**config.mk**
```make
export PLATFORM = sky130hd
export DESIGN_NAME = seq_multiplier
export DESIGN_NICKNAME = d
export VERILOG_FILES = /design/src/rtl/seq_multiplier.sv
export SDC_FILE = /design/constraint.sdc
export NUM_CORES = 1
export LEC_CHECK = 0
export BUFFER_PORTS_ARGS = -buffer_cell sky130_fd_sc_hd__buf_2
export CAP_MARGIN = 20
export CORE_MARGIN = 2
export CORE_UTILIZATION = 50
export DETAILED_ROUTE_END_ITERATION = 10
export HOLD_SLACK_MARGIN = 0.08
export PLACE_DENSITY = 0.7
export SLEW_MARGIN = 10
export SYNTH_ARGS = -nofsm -noshare
export SYNTH_HDL_FRONTEND = slang
export SYNTH_SLANG_ARGS = --single-unit
```
**constraint.sdc**
```tcl
create_clock -name clk -period 3.9 [get_ports clk]
set_clock_uncertainty 0.05 [all_clocks]
set_input_delay 0.78 -clock clk [delete_from_list [all_inputs] [get_ports clk]]
set_output_delay 0.78 -clock clk [all_outputs]
set_load 0.005 [all_outputs]
```
**src/rtl/seq_multiplier.sv**
```systemverilog
// Iterative radix-2 shift-add multiplier with per-operation signed/unsigned
// mode and valid/ready handshakes on both the operand and the product side.
// One partial-product row is retired per clock; a W-bit product takes W
// RUN cycles after acceptance, then waits in DONE until the consumer takes it.
module seq_multiplier #(
    parameter int W = 8
) (
    input  logic             clk,
    input  logic             rst_n,
    input  logic             in_valid,
    output logic             in_ready,
    input  logic [W-1:0]     x,
    input  logic [W-1:0]     y,
    input  logic             is_signed,
    output logic             out_valid,
    input  logic             out_ready,
    output logic [2*W-1:0]   p,
    output logic             busy
);

    // Counter only has to reach W-1; keep at least one bit for tiny W.
    localparam int CW = (W > 1) ? $clog2(W) : 1;

    typedef enum logic [1:0] {
        IDLE = 2'd0,
        RUN  = 2'd1,
        DONE = 2'd2
    } state_t;

    state_t            state_reg;
    state_t            state_next;

    // Captured operands: the caller may change x/is_signed while we iterate.
    logic [W-1:0]      x_reg;
    logic              sgn_reg;

    // Accumulator: high half is W+1 bits so the partial sum never overflows;
    // low half starts as y and is consumed one bit per step from the LSB end.
    logic [W:0]        hi_reg;
    logic [W-1:0]      lo_reg;
    logic [CW-1:0]     cnt_reg;
    logic [2*W-1:0]    p_reg;

    // One-step datapath results.
    logic              last_step;
    logic              do_sub;
    logic [W+1:0]      hi_ext;
    logic [W+1:0]      x_ext;
    logic [W+1:0]      sum;
    logic              shift_in;
    logic [W:0]        hi_step;
    logic [W-1:0]      lo_step;
    logic [2*W-1:0]    prod_step;

    // Handshake events.
    logic              accept;
    logic              retire;

    assign accept    = (state_reg == IDLE) && in_valid;
    assign retire    = (state_reg == DONE) && out_ready;
    assign last_step = (cnt_reg == CW'(W - 1));

    // Outputs depend only on state and registers, never on inputs directly.
    assign in_ready  = (state_reg == IDLE);
    assign out_valid = (state_reg == DONE);
    assign busy      = (state_reg != IDLE);
    assign p         = p_reg;

    // One shift-add step. Work in W+2 bits so both the unsigned carry-out and
    // the signed W+1-bit sign bit are available. In signed mode the final row
    // is subtracted because the MSB of y carries weight -2^(W-1).
    always_comb begin
        hi_ext   = sgn_reg ? {hi_reg[W], hi_reg} : {1'b0, hi_reg};
        x_ext    = sgn_reg ? {{2{x_reg[W-1]}}, x_reg} : {2'b00, x_reg};
        do_sub   = sgn_reg && last_step;
        sum      = hi_ext;
        if (lo_reg[0]) begin
            if (do_sub) begin
                sum = hi_ext - x_ext;
            end else begin
                sum = hi_ext + x_ext;
            end
        end
        shift_in  = sgn_reg ? sum[W] : sum[W+1];
        hi_step   = {shift_in, sum[W:1]};
        lo_step   = {sum[0], lo_reg[W-1:1]};
        prod_step = {hi_step[W-1:0], lo_step};
    end

    // State register.
    always_ff @(posedge clk or negedge rst_n) begin
        if (!rst_n) begin
            state_reg <= IDLE;
        end else begin
            state_reg <= state_next;
        end
    end

    // Next-state logic: accept in IDLE, iterate W steps, hold in DONE until taken.
    always_comb begin
        state_next = state_reg;
        case (state_reg)
            IDLE: begin
                if (accept) begin
                    state_next = RUN;
                end
            end
            RUN: begin
                if (last_step) begin
                    state_next = DONE;
                end
            end
            DONE: begin
                if (retire) begin
                    state_next = IDLE;
                end
            end
            default: begin
                state_next = IDLE;
            end
        endcase
    end

    // Operand capture and accumulator iteration.
    always_ff @(posedge clk or negedge rst_n) begin
        if (!rst_n) begin
            x_reg   <= '0;
            sgn_reg <= 1'b0;
            hi_reg  <= '0;
            lo_reg  <= '0;
            cnt_reg <= '0;
        end else if (accept) begin
            x_reg   <= x;
            sgn_reg <= is_signed;
            hi_reg  <= '0;
            lo_reg  <= y;
            cnt_reg <= '0;
        end else if (state_reg == RUN) begin
            hi_reg  <= hi_step;
            lo_reg  <= lo_step;
            cnt_reg <= last_step ? '0 : cnt_reg + 1'b1;
        end
    end

    // Product register: loads on the final step and holds until the next one.
    always_ff @(posedge clk or negedge rst_n) begin
        if (!rst_n) begin
            p_reg <= '0;
        end else if ((state_reg == RUN) && last_step) begin
            p_reg <= prod_step;
        end
    end

endmodule
```
; ---- Word-level counts from Yosys, hierarchy flattened
; Index checks and enable logic that the tools add are counted.
[word_totals]
mem_bits_ro = 0
inputBits = 21
output_inout_bits = 19
mem_bits_rw = 0
latch_bits = 0
elab_cells = 40
regBits = 47
mem_count = 0
[op_classes]
addsub = 3
mux = 16
n_reduce_logical = 8
n_lt_le_gt_ge = 0
eq_ne = 6
mul = 0
bitwise_logic = 0
n_div = 0
shifts = 0
[ops]
columns = operator, count
row1 = $mux 10, 4
row2 = $mux 9, 2
row3 = $mux 8, 2
row4 = $add 10x10->10, 1
row5 = $sub 10x10->10, 1
row6 = $mux 3, 3
row7 = $mux 2, 3
row8 = $pmux 2 s3, 1
row9 = $logic_and 1x1->1, 4
row10 = $ne 2x1->1 const B, 2
row11 = $reduce_bool 2->1, 2
row12 = $add 3x1->3 const B, 1
row13 = $eq 3x3->1 const B, 1
row14 = $reduce_and 3->1, 1
row15 = $eq 2x1->1 const B, 1
row16 = $eq 2x2->1 const B, 1
row17 = $logic_not 2->1, 1
row18 = $ne 2x2->1 const B, 1
row19 = $mux 1, 1

; ---- Depth between registers and ports, before layout
[logic_depth]
ltp_word = 7
ltp_mapped = 13
depth_no_buf = 12

; ---- Least setup slack after synthesis
; OpenSTA, ideal clock, no wires.
[synth_path]
path_kind = reg2reg
startpoint = register cnt_reg[0]
endpoint = register hi_reg[8]
setup_ps = 134
period_less_slack_ps = 2784
path_stages_with_launch = 14
arrival_ps = 2600
setup_slack_ps = 1116
path_buffers = 1
cell_sequence = dfrtp_1 -> ha_1 -> ha_1 -> clkbuf_1 -> nand2_1 -> o41ai_1 -> xor2_1 -> ha_1 -> a21o_1 -> a31o_1 -> o211ai_1 -> nand4_1 -> a32oi_1 -> o31ai_2
[synth_between]
elab_chain_cells = 7
[synth_rtl]
columns = item, line_no
row1 = start: declaration, 41  ; logic [CW-1:0] cnt_reg;
row2 = start signal: assignment, 141  ; cnt_reg <= last_step ? '0 : cnt_reg + 1'b1;
row3 = $eq 3x3->1, 61  ; assign last_step = (cnt_reg == CW'(W - 1));
row4 = $logic_and 1x1->1, 75  ; do_sub = sgn_reg && last_step;
row5 = $mux 10, 78  ; if (do_sub) begin
row6 = $mux 10, 77  ; if (lo_reg[0]) begin
row7 = $mux 1, 84  ; shift_in = sgn_reg ? sum[W] : sum[W+1];
row8 = $mux 9, 138  ; end else if (state_reg == RUN) begin
row9 = $mux 9, 132  ; end else if (accept) begin
row10 = end signal: assignment, 139  ; hi_reg <= hi_step;
row11 = end: declaration, 39  ; logic [W:0] hi_reg;
; Every way passes these cells. The select of a mux whose other input is x is not followed.
; A chain may end at the register's enable or synchronous reset.

; ---- Worst setup path after layout
; Same ends and word-level chain as after synthesis.

==> flow_metrics.env <==
export IMPL_async_reset_ff_frac=1.000
export IMPL_ctsLongestPathBuffers=2
export IMPL_grt_pass1_wl_um=8845
export IMPL_num_rows=26
export IMPL_area_delta_synth_final_pct=14.00
export IMPL_synth_ff_type="dfrtp_1"
export IMPL_ys_seq_area_frac=0.4601
export IMPL_num_vias=2051
export IMPL_root_buffer="clkbuf_8"
export IMPL_ir_drop_uv=549.0
export IMPL_dr_pass1_iters=5
export IMPL_drive_gt1_frac=0.1815
export IMPL_rsz0062_at_grt="no"
export IMPL_dpl_instance_area_um2=2795
export IMPL_synth_area_um2=2556
export IMPL_routabilityCongestion=0.8465
export IMPL_detail_route_antenna_nets=0
export IMPL_ys_types=43
export IMPL_hold_path_class="primary input to asynchronous set/reset pin"
export IMPL_setup_viol=0
export IMPL_die_area_um2=5700
export IMPL_leakagePower_nw=1.477
export IMPL_wl_per_cell_um=13.26
export IMPL_yosysMostFrequentCell="nand2_1"
export IMPL_startpoint_type="flop"
export IMPL_synth_avg_cell_area_um2=8.845
export IMPL_totalWireLength_um=5238
export IMPL_worstSkewPairLatency_ns=0.30
export IMPL_synth_common_cells="84 x nand2_1, 47 x dfrtp_1, 23 x o21ai_0"
export IMPL_postCtsSetupBuffers=0
export IMPL_grt_use_met2=0.3043
export IMPL_syn_inst=289
export IMPL_fin_cells=395
export IMPL_multi_input_area_um2=1287
export IMPL_finalHoldViolCount=0
export IMPL_arrival_ns=3.15
export IMPL_top_level_ports=40
export IMPL_die_y_um=75.50
export IMPL_maxSlewViolCount=0
export IMPL_htree_levels=2
export IMPL_worst_setup_path_type="flop to flop"
export IMPL_hpwlAfterDp_um=3774
export IMPL_cts_sinks=47
export IMPL_fmaxAchievable_ghz=0.3289
export IMPL_rr_worst_depth=12
export IMPL_slew_headroom=0.5101
export IMPL_grt_met3_usage=0.03968
export IMPL_fin_nets=358
export IMPL_core_um2=5010
export IMPL_grt_start_max_net_pins=48
export IMPL_fin_area_um2=2914
export IMPL_required_ns=4.01
export IMPL_portBuffers=39
export IMPL_total_power_mw=2.897
export IMPL_cts_buffers=5
export IMPL_grt_ovfl_total=0
export IMPL_synth_area_leaders="dfrtp_1 46%, nand2_1 12%, ha_1 5.9%"
export IMPL_die_x_um=75.50
export IMPL_ys_ff_latch=47
export IMPL_period_needed_ns=3.040
export IMPL_status="complete, no violations"
export IMPL_synth_edff_count=0
export IMPL_period_share=0.7795
export IMPL_cts_tree="built"
export IMPL_grt_busiest_layer="met2"
export IMPL_synth_top_area_share=0.4601
export IMPL_setup_tns_ns=0
export IMPL_yosysWarnings=0
export IMPL_synth_top_cell_by_area="dfrtp_1"
export IMPL_drc=0
export IMPL_nFillCells=492
export IMPL_postCtsHoldBufs=0
export IMPL_cap_violations=0
export IMPL_critical_path_max_fanout=9
export IMPL_worstMarginPinSlew_ns=0.7349
export IMPL_grt_pass1_vias=1891
export IMPL_start_util=0.5102
export IMPL_ctsResizeCount=0
export IMPL_grt_use_met1=0.3004
export IMPL_antenna_found_initial=0
export IMPL_p_per_area_nw_per_um2=994.0
export IMPL_largest_reg_flops=16
export IMPL_via_per_inst=5.192
export IMPL_diodes=0
export IMPL_regArea_um2=1176
export IMPL_drt_iter0_markers=122
export IMPL_synth_nets=323
export IMPL_path_clk_slew_ns=0.09
export IMPL_critPathCaptureType="flop"
export IMPL_gr_usage_all_layers=0.2016
export IMPL_dpl_cell_count=386
## kinds of logic (layout without fill, tap and decap cells)
group | count (synthesis) | after routing | synth area share
flip-flops | 47 | 47 | 0.4601
multiplexers | 3 | 3 | 0.01175
XOR/XNOR | 12 | 12 | 0.04112
buffers and inverters | 23 | 59 | 0.03622
adder cells (fa/ha/maj) | 13 | 13 | 0.06657
AND/OR/NAND/NOR | 125 | 125 | 0.2168
AO/OA/AOI/OAI | 66 | 66 | 0.1674
## layout make-up
| cell class | count | share of cell area |
|---|---|---|
| Inverter | 9 | 0.01159 |
| Clock inverter | 2 | 0.005582 |
| Clock buffer | 6 | 0.02834 |
| Timing Repair Buffer | 42 | 0.07900 |
| Sequential cell | 47 | 0.4036 |
| Tap cell | 70 | 0.03006 |
| Multi-Input combinational cell | 219 | 0.4418 |
## through the flow
step                setup WS, ns  utilization  hold WS [ns]
floorplan                  1.116            -        0.4111
global placement          0.9787       0.5579        0.4038
detailed placement        0.8738       0.5579        0.4075
CTS                       0.8190       0.5777        0.4297
global route              0.5299       0.5817        0.3906
finish                    0.8599       0.5817        0.3672
## final timing paths
kind | slack (ns) | from | endpoint
max | 0.86 | cnt_reg[0] | hi_reg[8]
min | 0.37 | rst_n | p[1]
max reg2reg | 0.86 | cnt_reg[0] | hi_reg[8]
min reg2reg | 0.42 | p[5] | p[5]
max in group asynchronous | 2.92 | rst_n | x_reg[5]
min in group clk | 0.42 | p[5] | p[5]
## cell usage in the layout, fill, tap and decap left out, types with 2 or more instances in the layout
master,n
xor2_1,7
clkbuf_8,6
a31oi_1,6
mux2i_1,3
nand2_1,84
buf_4,2
buf_2,39
nor3b_1,2
ha_1,12
a22oi_1,7
o21ai_2,3
nor2_1,9
o31ai_1,2
a21oi_1,9
o21ai_0,23
a21o_1,3
dfrtp_1,47
inv_1,9
nand3_1,7
nor2_2,2
nand3b_1,2
a211oi_1,4
nor3_1,2
xnor2_1,5
nand2b_1,8
## critical path, cell delays in order, from the launching register on
cell and delay [ns]:
dfrtp_1 0.38, ha_1 0.16, ha_1 0.31, nand2_1 0.18
nand2_1 0.10, o21ai_0 0.15, fa_1 0.46, nand2b_1 0.20
a211oi_1 0.26, or3_1 0.15, nand4_1 0.12, a32oi_1 0.28
o31ai_2 0.10
## layer usage
layer  wire length [um]  vias to the layer above  part of all wire
met4                 43                        0            0.0082
met1               2584                      949              0.49
met3                227                        5             0.043
met2               2383                       43              0.45
li1                   -                     1054                 -
met5                  0                        -                 0
## power breakdown
group | internal [mW] | switching [mW] | total (mW)
registers | 0.723 | 0.212 | 0.935
logic | 0.723 | 0.929 | 1.65
clock network | 0.145 | 0.165 | 0.310
Note: power is estimated with default switching activity, not from simulation.
